`src/rtl/store_align_buffer.sv`:
```
// Store formatter + FIFO between EX/MEM and data memory request port.
// Optional macro: STORE_FWD_HAZARD_EN (exact per-entry load hazard).
// Ports: st_* store in/ades, flush, mem_* request out, buf_empty,
//        ld_addr/ld_hazard load-stall check.
module store_align_buffer #(
  parameter int DEPTH = 4,
  parameter int AW    = 3
) (
  input  logic        clk,
  input  logic        resetn,
  input  logic        st_valid,
  output logic        st_ready,
  input  logic [31:0] st_addr,
  input  logic [31:0] st_data,
  input  logic [1:0]  st_size,
  output logic        st_ades,
  input  logic        flush,
  output logic        mem_req,
  output logic [31:0] mem_addr,
  output logic [3:0]  mem_wstrb,
  output logic [31:0] mem_wdata,
  input  logic        mem_addr_ok,
  output logic        buf_empty,
  input  logic [31:0] ld_addr,
  output logic        ld_hazard
);

  localparam int IW = AW - 1;

  logic [AW-1:0] rd_ptr;
  logic [AW-1:0] wr_ptr;
  logic [AW-1:0] rd_next;
  logic [29:0]   addr_q [DEPTH];
  logic [3:0]    strb_q [DEPTH];
  logic [31:0]   data_q [DEPTH];
  logic          full;
  logic          empty;
  logic          push;
  logic          pop;
  logic          mis;
  logic [3:0]    f_strb;
  logic [31:0]   f_data;
  logic          unused_ok;

  assign empty = wr_ptr == rd_ptr;
  assign full  = (wr_ptr[IW] != rd_ptr[IW]) &&
                 (wr_ptr[IW-1:0] == rd_ptr[IW-1:0]);

  assign st_ready  = !full;
  assign mem_req   = !empty;
  assign buf_empty = empty;

  always_comb begin
    mis = 1'b0;
    unique case (1'b1)
      st_size == 2'd1: mis = st_addr[0];
      st_size == 2'd2: mis = st_addr[1:0] != 2'b00;
      st_size == 2'd3: mis = 1'b1;
      default:         mis = 1'b0;
    endcase
  end

  assign st_ades = st_valid & mis;
  assign push    = st_valid & st_ready & !mis & !flush;
  assign pop     = mem_req & mem_addr_ok;
  assign rd_next = rd_ptr + AW'(pop);

  always_comb begin
    f_data = st_data;
    f_strb = 4'b1111;
    unique case (1'b1)
      st_size == 2'd0: begin
        f_data = {4{st_data[7:0]}};
        f_strb = 4'b0001 << st_addr[1:0];
      end
      st_size == 2'd1: begin
        f_data = {2{st_data[15:0]}};
        f_strb = st_addr[1] ? 4'b1100 : 4'b0011;
      end
      default: begin
        f_data = st_data;
        f_strb = 4'b1111;
      end
    endcase
  end

  // On flush, keep only a head that is still owed to the bus;
  // anything younger (or an accepted head) is discarded.
  always_ff @(posedge clk or negedge resetn) begin
    if (!resetn) begin
      rd_ptr <= '0;
      wr_ptr <= '0;
    end else if (flush) begin
      rd_ptr <= rd_next;
      if (mem_req && !pop)
        wr_ptr <= rd_ptr + AW'(1);
      else
        wr_ptr <= rd_next;
    end else begin
      rd_ptr <= rd_next;
      if (push)
        wr_ptr <= wr_ptr + AW'(1);
    end
  end

  always_ff @(posedge clk or negedge resetn) begin
    if (!resetn) begin
      for (int i = 0; i < DEPTH; i++) begin
        addr_q[i] <= '0;
        strb_q[i] <= '0;
        data_q[i] <= '0;
      end
    end else if (push) begin
      addr_q[wr_ptr[IW-1:0]] <= st_addr[31:2];
      strb_q[wr_ptr[IW-1:0]] <= f_strb;
      data_q[wr_ptr[IW-1:0]] <= f_data;
    end
  end

  assign mem_addr  = {addr_q[rd_ptr[IW-1:0]], 2'b00};
  assign mem_wstrb = strb_q[rd_ptr[IW-1:0]];
  assign mem_wdata = data_q[rd_ptr[IW-1:0]];

`ifdef STORE_FWD_HAZARD_EN
  logic [AW-1:0] count;
  logic [IW-1:0] off;
  logic          hit;

  assign count = wr_ptr - rd_ptr;

  // An entry is live when its distance from the head is below count.
  always_comb begin
    hit = 1'b0;
    off = '0;
    for (int i = 0; i < DEPTH; i++) begin
      off = IW'(i) - rd_ptr[IW-1:0];
      if (({1'b0, off} < count) &&
          (addr_q[i] == ld_addr[31:2]))
        hit = 1'b1;
    end
  end

  assign ld_hazard = hit;
  assign unused_ok = ^ld_addr[1:0];
`else
  assign ld_hazard = !empty;
  assign unused_ok = ^ld_addr;
`endif

endmodule

```
`config.mk`:
```
export PLATFORM = sky130hd
export DESIGN_NAME = store_align_buffer
export DESIGN_NICKNAME = d
export VERILOG_FILES = /design/src/rtl/store_align_buffer.sv
export SDC_FILE = /design/constraint.sdc
export NUM_CORES = 1
export LEC_CHECK = 0
export BUFFER_PORTS_ARGS = -buffer_cell sky130_fd_sc_hd__buf_2
export CAP_MARGIN = 25
export CORE_MARGIN = 2
export CORE_UTILIZATION = 52
export CTS_CLUSTER_DIAMETER = 100
export DETAILED_ROUTE_END_ITERATION = 12
export PLACE_DENSITY = 0.79
export SYNTH_ARGS = -nofsm -noshare
export SYNTH_HDL_FRONTEND = slang
export SYNTH_SLANG_ARGS = --single-unit
```
`constraint.sdc`:
```
create_clock -name clk -period 2 [get_ports clk]
set_clock_uncertainty 0.15 [all_clocks]
set_input_delay 0.4 -clock clk [delete_from_list [all_inputs] [get_ports clk]]
set_output_delay 0.4 -clock clk [all_outputs]
set_load 0.02 [all_outputs]
```
# Word-level counts from Yosys, hierarchy flattened
# Cells that the tools add are included.
# Widths: inputs -> output; s select.
# op_classes
n_addsub	3
multipliers	0
div	0
order_cmp	3
n_eq_ne	6
shifts	1
mux	25
n_bitwise	7
reduce_logical	11
# ops
op	count
$bwmux 128	1
$bwmux 120	1
$mux 32	3
$mux 30	3
$bmux 32 s2	1
$demux 32 s2	1
$pmux 32 s2	1
$bmux 30 s2	1
$demux 30 s2	1
$bwmux 16	1
$mux 4	4
$mux 3	3
$bmux 4 s2	1
$demux 4 s2	1
$pmux 4 s2	1
$add 3x1->3 const B	2
$ge 3x3->1 const B	2
$not 2->3	2
$and 1x1->1	5
$logic_not 1->1	5
$eq 2x2->1 const B	2
$reduce_bool 2->1	2
$shl 1x2->4 const A	1
$add 3x1->3	1
8 further kinds	10
# word_totals
ff_bits	270
latch_bits	0
ram_bits	0
romBits	0
output_inout_bits	73
mem_count	0

# Longest topological paths before layout
# Gate-level depths: netlist of run 1.
# logic_depth
ltp_word	8
mapped_depth	11
depth_no_buf	10

# Worst setup path before layout of run 1
# No wires, ideal clock.
# synth_path
path_type	reg-to-reg
from	register rd_ptr[0]
to	register wr_ptr[2]
setup_ns	0.132
arrival_time_ns	1.991
path_slack_ns	-0.272
path_stages_with_launch	12
n_path_buf	1
synth_period_minus_slack_ns	2.272
cell_sequence	dfrtp_1 -> buf_2 -> xor2_1 -> nor2_1 -> nand2_1 -> inv_1 -> nor2_1 -> ha_1 -> ha_1 -> mux2i_1 -> xor2_1 -> mux2i_1
# synth_between
elab_chain_cells	7
elab_cells_between_ends	16
cone_classes	2 x add/sub; 2 x eq/ne; 2 x mux; 4 x bitwise; 6 x reduce/logical
# synth_lines
element	line_no	rtl
start, declared	30	logic [AW-1:0] rd_ptr;
start signal, assigned	94	rd_ptr <= rd_next;
start signal, assigned	100	rd_ptr <= rd_next;
$eq 3x3->1 *	45	assign empty = wr_ptr == rd_ptr;
$logic_not 1->1 *	-	
named net ld_hazard	25	output logic ld_hazard
branches (longest 3 deep; another with $add 3x1->3)	-	
$mux 3 *	95	if (mem_req && !pop)
$mux 3 *	93	end else if (flush) begin
end signal, assigned	96	wr_ptr <= rd_ptr + AW'(1);
end signal, assigned	98	wr_ptr <= rd_next;
end signal, assigned	102	wr_ptr <= wr_ptr + AW'(1);
end, declared	31	logic [AW-1:0] wr_ptr;
# Mark *: on every way through the listed nets, which the timed path passes.
# A chain may end at the register's enable or synchronous reset.

# Final worst setup path of run 1
# layout_path
from	register rd_ptr[0]
to	output port mem_wdata[15]
# layout_between
elab_chain_cells	4
# layout_lines
element	line_no	rtl
$not 2->3 (implied by the code)	122	assign mem_wdata = data_q[rd_ptr[IW-1:0]];
$bmux 32 s2	122	
$mux 32 (implied by the code) (2 in series)	122	
end, declared	21	output logic [31:0] mem_wdata,
# Every way passes these cells. The select of a mux whose other input is x is not followed.

==> out/qor.yml, run 1 <==
setup_tns_ns: -160.46
grt_first_pass_wirelength_mm: 48.43
slowest_delay_ns: 0.53
ant_nets: 0
r2r_slack_ns: -0.53
drive_above_1_share_pct: 64.74
die_w_um: 157.5
r2r_start: "rd_ptr[0]"
core_um2: 23330
fp-row-count: 56
p_per_area_nw_per_um2: 1776
syn_inst: 746
start_util_pct: 52.50
yosys_warnings: 0
syn2layout_area_growth_pct: 45.75
arrival_ns: 2.08
critical_path.max_fanout: 6
grt_pass1_vias: 8327
dr.pass1.iters: 5
rsz0062_at_grt: "true"
fin_cells: 1358
gp_congestion: 0.7864
p_leak_nw: 8.771
period_share_pct: 131.4
drc_errors: 0
synth.avg_cell_area_um2: 16.42
fin_crit_ns: 2.627
gr-total-overflow: 0
tightest_slew_ns: 0.5363
fin_nets: 1126
dpl.hpwl_mm: 17.45
cap_violations: 0
slew_headroom_pct: 63.87
run_status: "complete, but fails checks"
yosysTopAreaCell: "dfrtp_1"
start_kind: "register"
synth-seq-cells: 270
whs_endpoint: "data_q[38]"
slowest_stage: "mux4_2"
worstSkewPairLatency_ns: 0.54
final_cell_mix: "268 x dfrtp_1, 264 x mux2_4, 88 x buf_6"
holdCritPathClass: "primary input to register"
place_inst: 1215
final_common_cell: "dfrtp_1"
synth_top_area_share_pct: 55.15
cts_buffer_depth: 3
setup_violations: 339
clockRootBuffer: "clkbuf_16"
crit_type: "register to primary output"
grt.total_usage_pct: 25.86
worstHoldStart: "st_data[6]"
wl_per_cell_um: 26.03
hold_path_depth: 2
place.port_buffers: 141
hold_viol: 0
synth_top_cells_by_area: "dfrtp_1 55%, mux2_2 15%, mux4_2 12%"
antenna_found_initial: 3
route.final.wire_length_mm: 35.35
h-tree-depth: 1
r2r_cells: 10
required_ns: 1.45
total_power_mw: 31.71
slew_violations: 0
die_y_um: 157.5
setup_ws_ns: -0.6273
failed_checks: "negative setup slack"
path_cells: "buf_12, clkbuf_16, mux4_2, buf_6"
grt_start_max_net_pins: 72
vias: 7889
via_per_inst: 5.809
cts_tree: "yes"
synth_area_um2: 12250
synthDistinctLibCells: 27
max_freq_mhz: 380.6
fill_cells: 1277
drt_iter0_drc: 540
vdd_drop_max_mv: 1.122
r2r_end: "addr_q[74]"
clk_pin_slew_ns: 0.06
seq_area_frac_synth_pct: 55.15
io_pins: 176
fp.dieArea_um2: 24800
cp-end-kind: "primary output"
numCtsBuffers: 29
numClockSinks: 270
worst max path at each step:
stage / cells after the start / startpoint / end / slack, ns
floorplan: 11 / rd_ptr[0] / wr_ptr[2] / -0.11
global placement: 6 / st_addr[0] / addr_q[15] / -0.29
detailed placement: 6 / st_addr[0] / addr_q[22] / -0.35
CTS: 5 / rd_ptr[0] / mem_addr[25] / -0.66
global route: 4 / rd_ptr[0] / mem_addr[24] / -0.64
finish: 4 / rd_ptr[0] / mem_wdata[15] / -0.63
layer usage:
metal  wire (um)  part of all wire [%]  global-route usage (%)
met1       14240                    40                   34.76
met3        2357                   6.7                   5.507
met5           7                 0.020                       0
met4        1272                   3.6                   8.355
met2       17470                    49                   42.38
cells by family (layout without fill, tap and decap cells):
family | after synthesis | after routing | share of synthesized area (%)
flip-flops | 270 | 270 | 55.15
other | 1 | 3 | 0.03061
AND/OR/NAND/NOR | 26 | 28 | 0.9192
AO/OA/AOI/OAI | 16 | 16 | 0.8578
XOR/XNOR | 8 | 8 | 0.5720
adder cells (fa/ha/maj) | 7 | 7 | 0.7149
buffers and inverters | 58 | 347 | 2.737
multiplexers | 360 | 360 | 39.02
repair_timing:
item                       CTS  global route
hold endpoints to repair   249             0
cloned                      23            16
setup endpoints to repair  337           339
setup buffers               27            14
gates resized for setup    161           260
pin swaps                    4             7
hold buffers                31             0
per-stage QoR:
stage | util, % | hold WS (ns) | worst slack (ns) | cell area [um2]
floorplan | - | -0.04559 | -0.1063 | 12750
global placement | 60.69 | 0.1719 | -0.2949 | 14160
detailed placement | 60.69 | 0.1688 | -0.3469 | 14160
CTS | 72.37 | 0.03133 | -0.6580 | 16890
global route | 76.51 | 0.05480 | -0.6436 | 17850
finish | 76.52 | 0.04376 | -0.6273 | 17850
power by group:
part	total [mW]	internal, mW	switching (mW)
clock	5.34	3.10	2.24
sequential	9.81	8.16	1.65
combinational	16.6	10.0	6.55
total	31.7	21.3	10.4
synthesized netlist by cell type:
master,instances
buf_1,5
clkbuf_1,8
or2_2,1
ha_1,7
mux2_2,160
xnor2_1,3
nor2_1,5
buf_6,4
nor3_2,1
mux2i_1,14
o31a_1,1
mux4_2,66
a21oi_1,1
nand2_1,15
mux2_1,120
o32ai_2,1
o21bai_1,2
buf_2,16
a21o_1,2
conb_1,1
xor2_1,5
dfrtp_1,270
o21ai_0,9
nor3_1,3
nand2b_1,1
buf_4,18
inv_1,7
cell type report:
cell class	instances	area [um2]	area share [%]
Tap cell	319	399.1	2.235
Timing Repair Buffer	287	3371	18.88
Clock inverter	15	133.9	0.7498
Clock buffer	38	809.5	4.534
Multi-Input combinational cell	421	6346	35.54
Sequential cell	270	6764	37.88
Antenna cell	1	2.502	0.01402
Inverter	7	28.78	0.1612
sequential cells by signal (all words and copies together), names as in the netlist:
register / flops
addr_q: 120
data_q: 128
rd_ptr: 3
strb_q: 16
wr_ptr: 3
worst max-delay path: cells and delay by family, from the launching register on:
| kind | cells | cell delay, ns |
|---|---|---|
| buffers and inverters | 3 | 0.52 |
| DFF | 1 | 0.47 |
| muxes | 1 | 0.53 |
Note: power is estimated with default switching activity, not from simulation.
==> run 2: changes to the inputs <==
==> config.mk (replaced) <==
export PLATFORM = sky130hd
export DESIGN_NAME = store_align_buffer
export DESIGN_NICKNAME = d
export VERILOG_FILES = /design/src/rtl/store_align_buffer.sv
export SDC_FILE = /design/constraint.sdc
export NUM_CORES = 1
export LEC_CHECK = 0
export CAP_MARGIN = 25
export CORE_MARGIN = 2
export CORE_UTILIZATION = 57
export CTS_CLUSTER_DIAMETER = 100
export DETAILED_ROUTE_END_ITERATION = 12
export DONT_BUFFER_PORTS = 1
export PLACE_DENSITY = 0.78
export SYNTH_ARGS = -nofsm -noshare
export SYNTH_HDL_FRONTEND = slang
export SYNTH_SLANG_ARGS = --single-unit
==> out/qor.yml, run 2 (synthesis results as in run 1) <==
run_status: "complete, but fails checks"
failed_checks: "negative hold slack, negative setup slack"
vias: 6917
drt_iter0_drc: 431
vdd_drop_max_mv: 0.9123
fill_cells: 1236
max_freq_mhz: 398.4
gr-total-overflow: 0
hold_viol: 270
cap_violations: 0
start_util_pct: 58.09
largest_reg_flops: 128
grt_first_pass_wirelength_mm: 45.94
place_inst: 1019
slew_violations: 0
fin_crit_ns: 2.510
dpl.hpwl_mm: 17.61
antenna_found_initial: 0
ctsHoldBuffers: 39
worstSkewPairLatency_ns: 0.53
fp-row-count: 53
slew_headroom_pct: 47.84
grt.total_usage_pct: 26.49
drive_above_1_share_pct: 54.83
io_pins: 176
utilization_pct: 72.92
post-route-cell-area_um2: 15380
via_per_inst: 6.100
arrival_ns: 1.96
holdWs_ns: -0.5901
numClockSinks: 270
period_share_pct: 125.5
final_cell_mix: "268 x dfrtp_1, 143 x mux2_2, 125 x mux2_4"
fin_nets: 947
clockRootBuffer: "clkbuf_16"
required_ns: 1.45
p_leak_nw: 7.179
grt_start_max_net_pins: 271
h-tree-depth: 1
grt_pass1_vias: 7996
holdCritPathClass: "primary input to asynchronous set/reset pin"
die_y_um: 150.6
clk_pin_slew_ns: 0.06
wl_per_cell_um: 26.18
rsz0062_at_grt: "true"
n_antenna_cell: 0
regArea_um2: 6764
core_um2: 21090
setup_ws_ns: -0.5101
cts_buffer_depth: 3
final_common_cell: "dfrtp_1"
place_area_um2: 13310
syn2layout_area_growth_pct: 25.52
drc_errors: 0
ant_nets: 0
route.final.wire_length_mm: 29.69
top_regs: "data_q: 128 flops, addr_q: 120 flops, strb_q: 16 flops"
top_register: "data_q"
start_kind: "register"
place.port_buffers: 0
numCtsBuffers: 28
crit_type: "register to primary output"
dr.pass1.iters: 4
cts_tree: "yes"
gp_congestion: 0.7741
fin_cells: 1134
critical_path.max_fanout: 14
multi_input_area_um2: 5768
fp.dieArea_um2: 22680
setup_violations: 338
place_ws_ns: -0.3180
p_per_area_nw_per_um2: 1728
die_w_um: 150.6
cp-end-kind: "primary output"
tightest_slew_ns: 0.7742
## run 2: through the flow
step	setup TNS, ns	hold slack, ns	total power, mW
6_report	-115.45	-0.5901	26.57
5_1_grt	-139.72	-0.6112	27.80
4_1_cts	-92.16	-0.5978	26.45
3_5_place_dp	-63.28	-0.04009	19.97
3_3_place_gp	-50.47	-0.03853	19.28
2_1_floorplan	-14.12	-0.04559	17.61
## run 2: worst paths after layout
| path | startpoint | endpoint | slack [ns] | cells past startpoint |
|---|---|---|---|---|
| max in group asynchronous | resetn | rd_ptr[1] | 1.76 | 0 |
| max reg2reg | rd_ptr[0] | addr_q[62] | -0.43 | 9 |
| min | resetn | addr_q[107] | -0.59 | 0 |
| min in group clk | st_data[6] | data_q[118] | 0.03 | 2 |
| max | rd_ptr[0] | mem_wdata[6] | -0.51 | 3 |
| min reg2reg | data_q[75] | data_q[75] | 0.34 | 1 |
## run 2: cell type report
| class | instances | area share (%) |
|---|---|---|
| Clock buffer | 38 | 5.264 |
| Clock inverter | 14 | 1.009 |
| Inverter | 7 | 0.1871 |
| Multi-Input combinational cell | 419 | 37.51 |
| Sequential cell | 270 | 43.99 |
| Tap cell | 275 | 2.238 |
| Timing Repair Buffer | 111 | 9.805 |
## run 2: critical path: stages, from the launching register on
cell	delay, ns
dfrtp_4	0.43
buf_12	0.18
buf_16	0.20
mux4_2	0.61
## run 2: power by group
| group | internal [mW] | switching, mW | total, mW |
|---|---|---|---|
| clock network | 3.22 | 2.17 | 5.39 |
| registers | 8.16 | 1.52 | 9.68 |
| logic | 6.22 | 5.29 | 11.5 |
## run 2: repair_timing
| item | in CTS | in global routing |
|---|---|---|
| endpoints found under the hold margin | 425 | 270 |
| buffers inserted | 11 | 5 |
| pin swaps | 3 | 1 |
| gates resized for setup | 56 | 7 |
| endpoints found under the setup margin | 338 | 338 |
| gates cloned | 6 | 5 |
## run 2: per-layer routing
layer | part of all wire [%] | GRT usage [%]
met1 | 40 | 33.51
met2 | 52 | 45.50
met3 | 6.5 | 6.788
met4 | 2.2 | 7.523
met5 | 0 | 0
==> run 3: changes to the inputs <==
--- a/config.mk
+++ b/config.mk
@@ -5,6 +5,8 @@
 export SDC_FILE = /design/constraint.sdc
 export NUM_CORES = 1
 export LEC_CHECK = 0
+export ABC_AREA = 1
+export ABC_CLOCK_PERIOD_IN_PS = 2000
 export CAP_MARGIN = 25
 export CORE_MARGIN = 2
 export CORE_UTILIZATION = 57
==> out/qor.yml, run 3 <==
synth_top_cells_by_area: "dfrtp_1 55%, nand2_1 9.1%, o21ai_1 8.1%"
slew_headroom_pct: 57.28
cts_tree: "yes"
setup_ws_ns: -0.5012
via_per_inst: 6.267
start_util_pct: 58.58
fin_nets: 1584
slowest_delay_ns: 0.49
setup_tns_ns: -73.66
period_share_pct: 125.1
arrival_ns: 1.95
failed_checks: "negative hold slack, negative setup slack"
synth_area_um2: 12390
syn2layout_area_growth_pct: 29.04
post-route-cell-area_um2: 15990
yosysTopAreaCell: "dfrtp_1"
required_ns: 1.45
synthDistinctLibCells: 30
holdCritPathClass: "primary input to asynchronous set/reset pin"
regArea_um2: 6761
synth_edf_count: 0
yosys_warnings: 0
syn_inst: 1402
cp-end-kind: "primary output"
final_cell_mix: "300 x nand2_1, 268 x dfrtp_1, 263 x o21ai_1"
gp_congestion: 0.7829
slew_violations: 0
holdWs_ns: -0.5787
numCtsBuffers: 28
synth-seq-cells: 270
place_ws_ns: -0.007916
fill_cells: 1330
grt_pass1_vias: 10150
die_w_um: 151.4
fp-row-count: 53
numClockSinks: 270
drive_above_1_share_pct: 22.88
slowest_stage: "dfrtp_4"
start_kind: "register"
vdd_drop_max_mv: 0.9106
synth_top_area_share_pct: 54.52
clk_pin_slew_ns: 0.06
async_flop_share_pct: 100.0
cts_buffer_depth: 3
multi_input_area_um2: 5532
cap_violations: 0
total_power_mw: 30.18
place_area_um2: 13180
p_per_area_nw_per_um2: 1887
rsz0062_at_grt: "true"
antenna_found_initial: 1
ys_top_cells_by_count: "302 x nand2_1, 270 x dfrtp_1, 201 x o21ai_1"
core_um2: 21150
cpLargestDelayFamily: "flip-flops"
worstSkewPairLatency_ns: 0.54
largest_reg_flops: 128
crit_type: "register to primary output"
h-tree-depth: 1
hold_viol: 270
run_status: "complete, but fails checks"
grt_start_max_net_pins: 271
cpMostUsedCell: "buf_12"
wl_per_cell_um: 21.96
p_leak_nw: 7.415
drt_iter0_drc: 1195
max_freq_mhz: 399.8
synthFlopType: "dfrtp_1"
ctsHoldBuffers: 43
top_regs: "data_q: 128 flops, addr_q: 120 flops, strb_q: 16 flops"
synth.avg_cell_area_um2: 8.839
clockRootBuffer: "clkbuf_16"
dr.pass1.iters: 5
path_cells: "buf_12, buf_6, buf_12, o21ai_0, o22ai_2"
final_common_cell: "nand2_1"
grt.total_usage_pct: 28.95
grt_first_pass_wirelength_mm: 52.45
gr-total-overflow: 0
ant_nets: 0
dpl.hpwl_mm: 18.51
utilization_pct: 75.59
route.final.wire_length_mm: 38.89
fp.dieArea_um2: 22940
vias: 11100
fin_crit_ns: 2.501
critical_path.max_fanout: 16
synth_most_common_cell: "nand2_1"
top_register: "data_q"
tightest_slew_ns: 0.6408
setup_violations: 338
place.port_buffers: 0
io_pins: 176
critPathBufInv: 3
seq_area_frac_synth_pct: 54.52
die_y_um: 151.4
drc_errors: 0
## run 3: changes by cell type after synthesis, sizes merged, moves of 14 or more
cell / change
o21ai: +398
nand2: +293
mux2: -280
nor2: +134
mux4: -66
o22ai: +66
inv: +56
clkbuf: +50
a21oi: +15
mux2i: -14
## run 3: final timing paths
path	start	to	slack [ns]	depth (start not counted)
min in group clk	st_size[1]	data_q[79]	0.01	2
hold reg to reg	data_q[94]	data_q[94]	0.33	2
setup / recovery	rd_ptr[0]	mem_addr[11]	-0.50	5
max in group asynchronous	resetn	data_q[14]	1.85	0
setup reg to reg	rd_ptr[0]	addr_q[35]	-0.28	10
hold / removal	resetn	addr_q[77]	-0.58	0
## run 3: what timing repair did
action	in CTS	in global routing
cloned	5	24
setup buffers	1	8
pin swaps	7	36
endpoints found under the hold margin	437	270
resized for setup	73	171
setup endpoints to repair	73	317
## run 3: metal layers
metal / vias up / share of wire [%] / routed length (um) / GRT usage (%)
met5: - / 0.067 / 26 / 0
met4: 2 / 4.2 / 1651 / 12.34
met3: 148 / 9.5 / 3682 / 6.024
met2: 626 / 48 / 18690 / 46.74
met1: 5450 / 38 / 14830 / 38.18
li1: 4873 / - / - / -
## run 3: cell type report
type                    instances  area share, %
clock inverters                 9         0.9390
inverters                      64          1.698
repair inverters                1        0.05477
diodes                          1        0.01565
well taps                     275          2.152
clock buffers                  42          5.282
multi-input cells             964          34.59
repair buffers                145          12.98
flip-flops and latches        270          42.28
## run 3: per-stage QoR
step / instances / hold WS (ns)
finish: 1771 / -0.5787
global route: 1770 / -0.5947
CTS: 1738 / -0.6073
detailed placement: 1638 / -0.04170
global placement: 1638 / -0.04118
floorplan: 1403 / -0.04559
## run 3: where the power goes
group	switching [mW]	internal, mW	leakage, nW
Sequential	1.59	7.92	3.43
Combinational	8.81	6.30	3.51
Clock	2.14	3.42	0.483
## run 3: logic make-up after synthesis
logic type                 count (synthesis)  synth area share, %
other                                      1              0.03026
adders and majority gates                  7               0.7068
xor gates and xnor gates                   4               0.3434
and+or+nand+nor                          453                14.30
DFF                                      270                54.52
buffers and inverters                    169                7.553
AOI/OAI and AO/OA                        498                22.55
## run 3: worst reg2reg max path, delay by kind of cell (launching register included)
family / cells / cell delay (ns)
simple gates: 5 / 0.76
buf+inv: 3 / 0.51
flops: 1 / 0.49
xor+xnor: 1 / 0.14
compound gates: 1 / 0.08
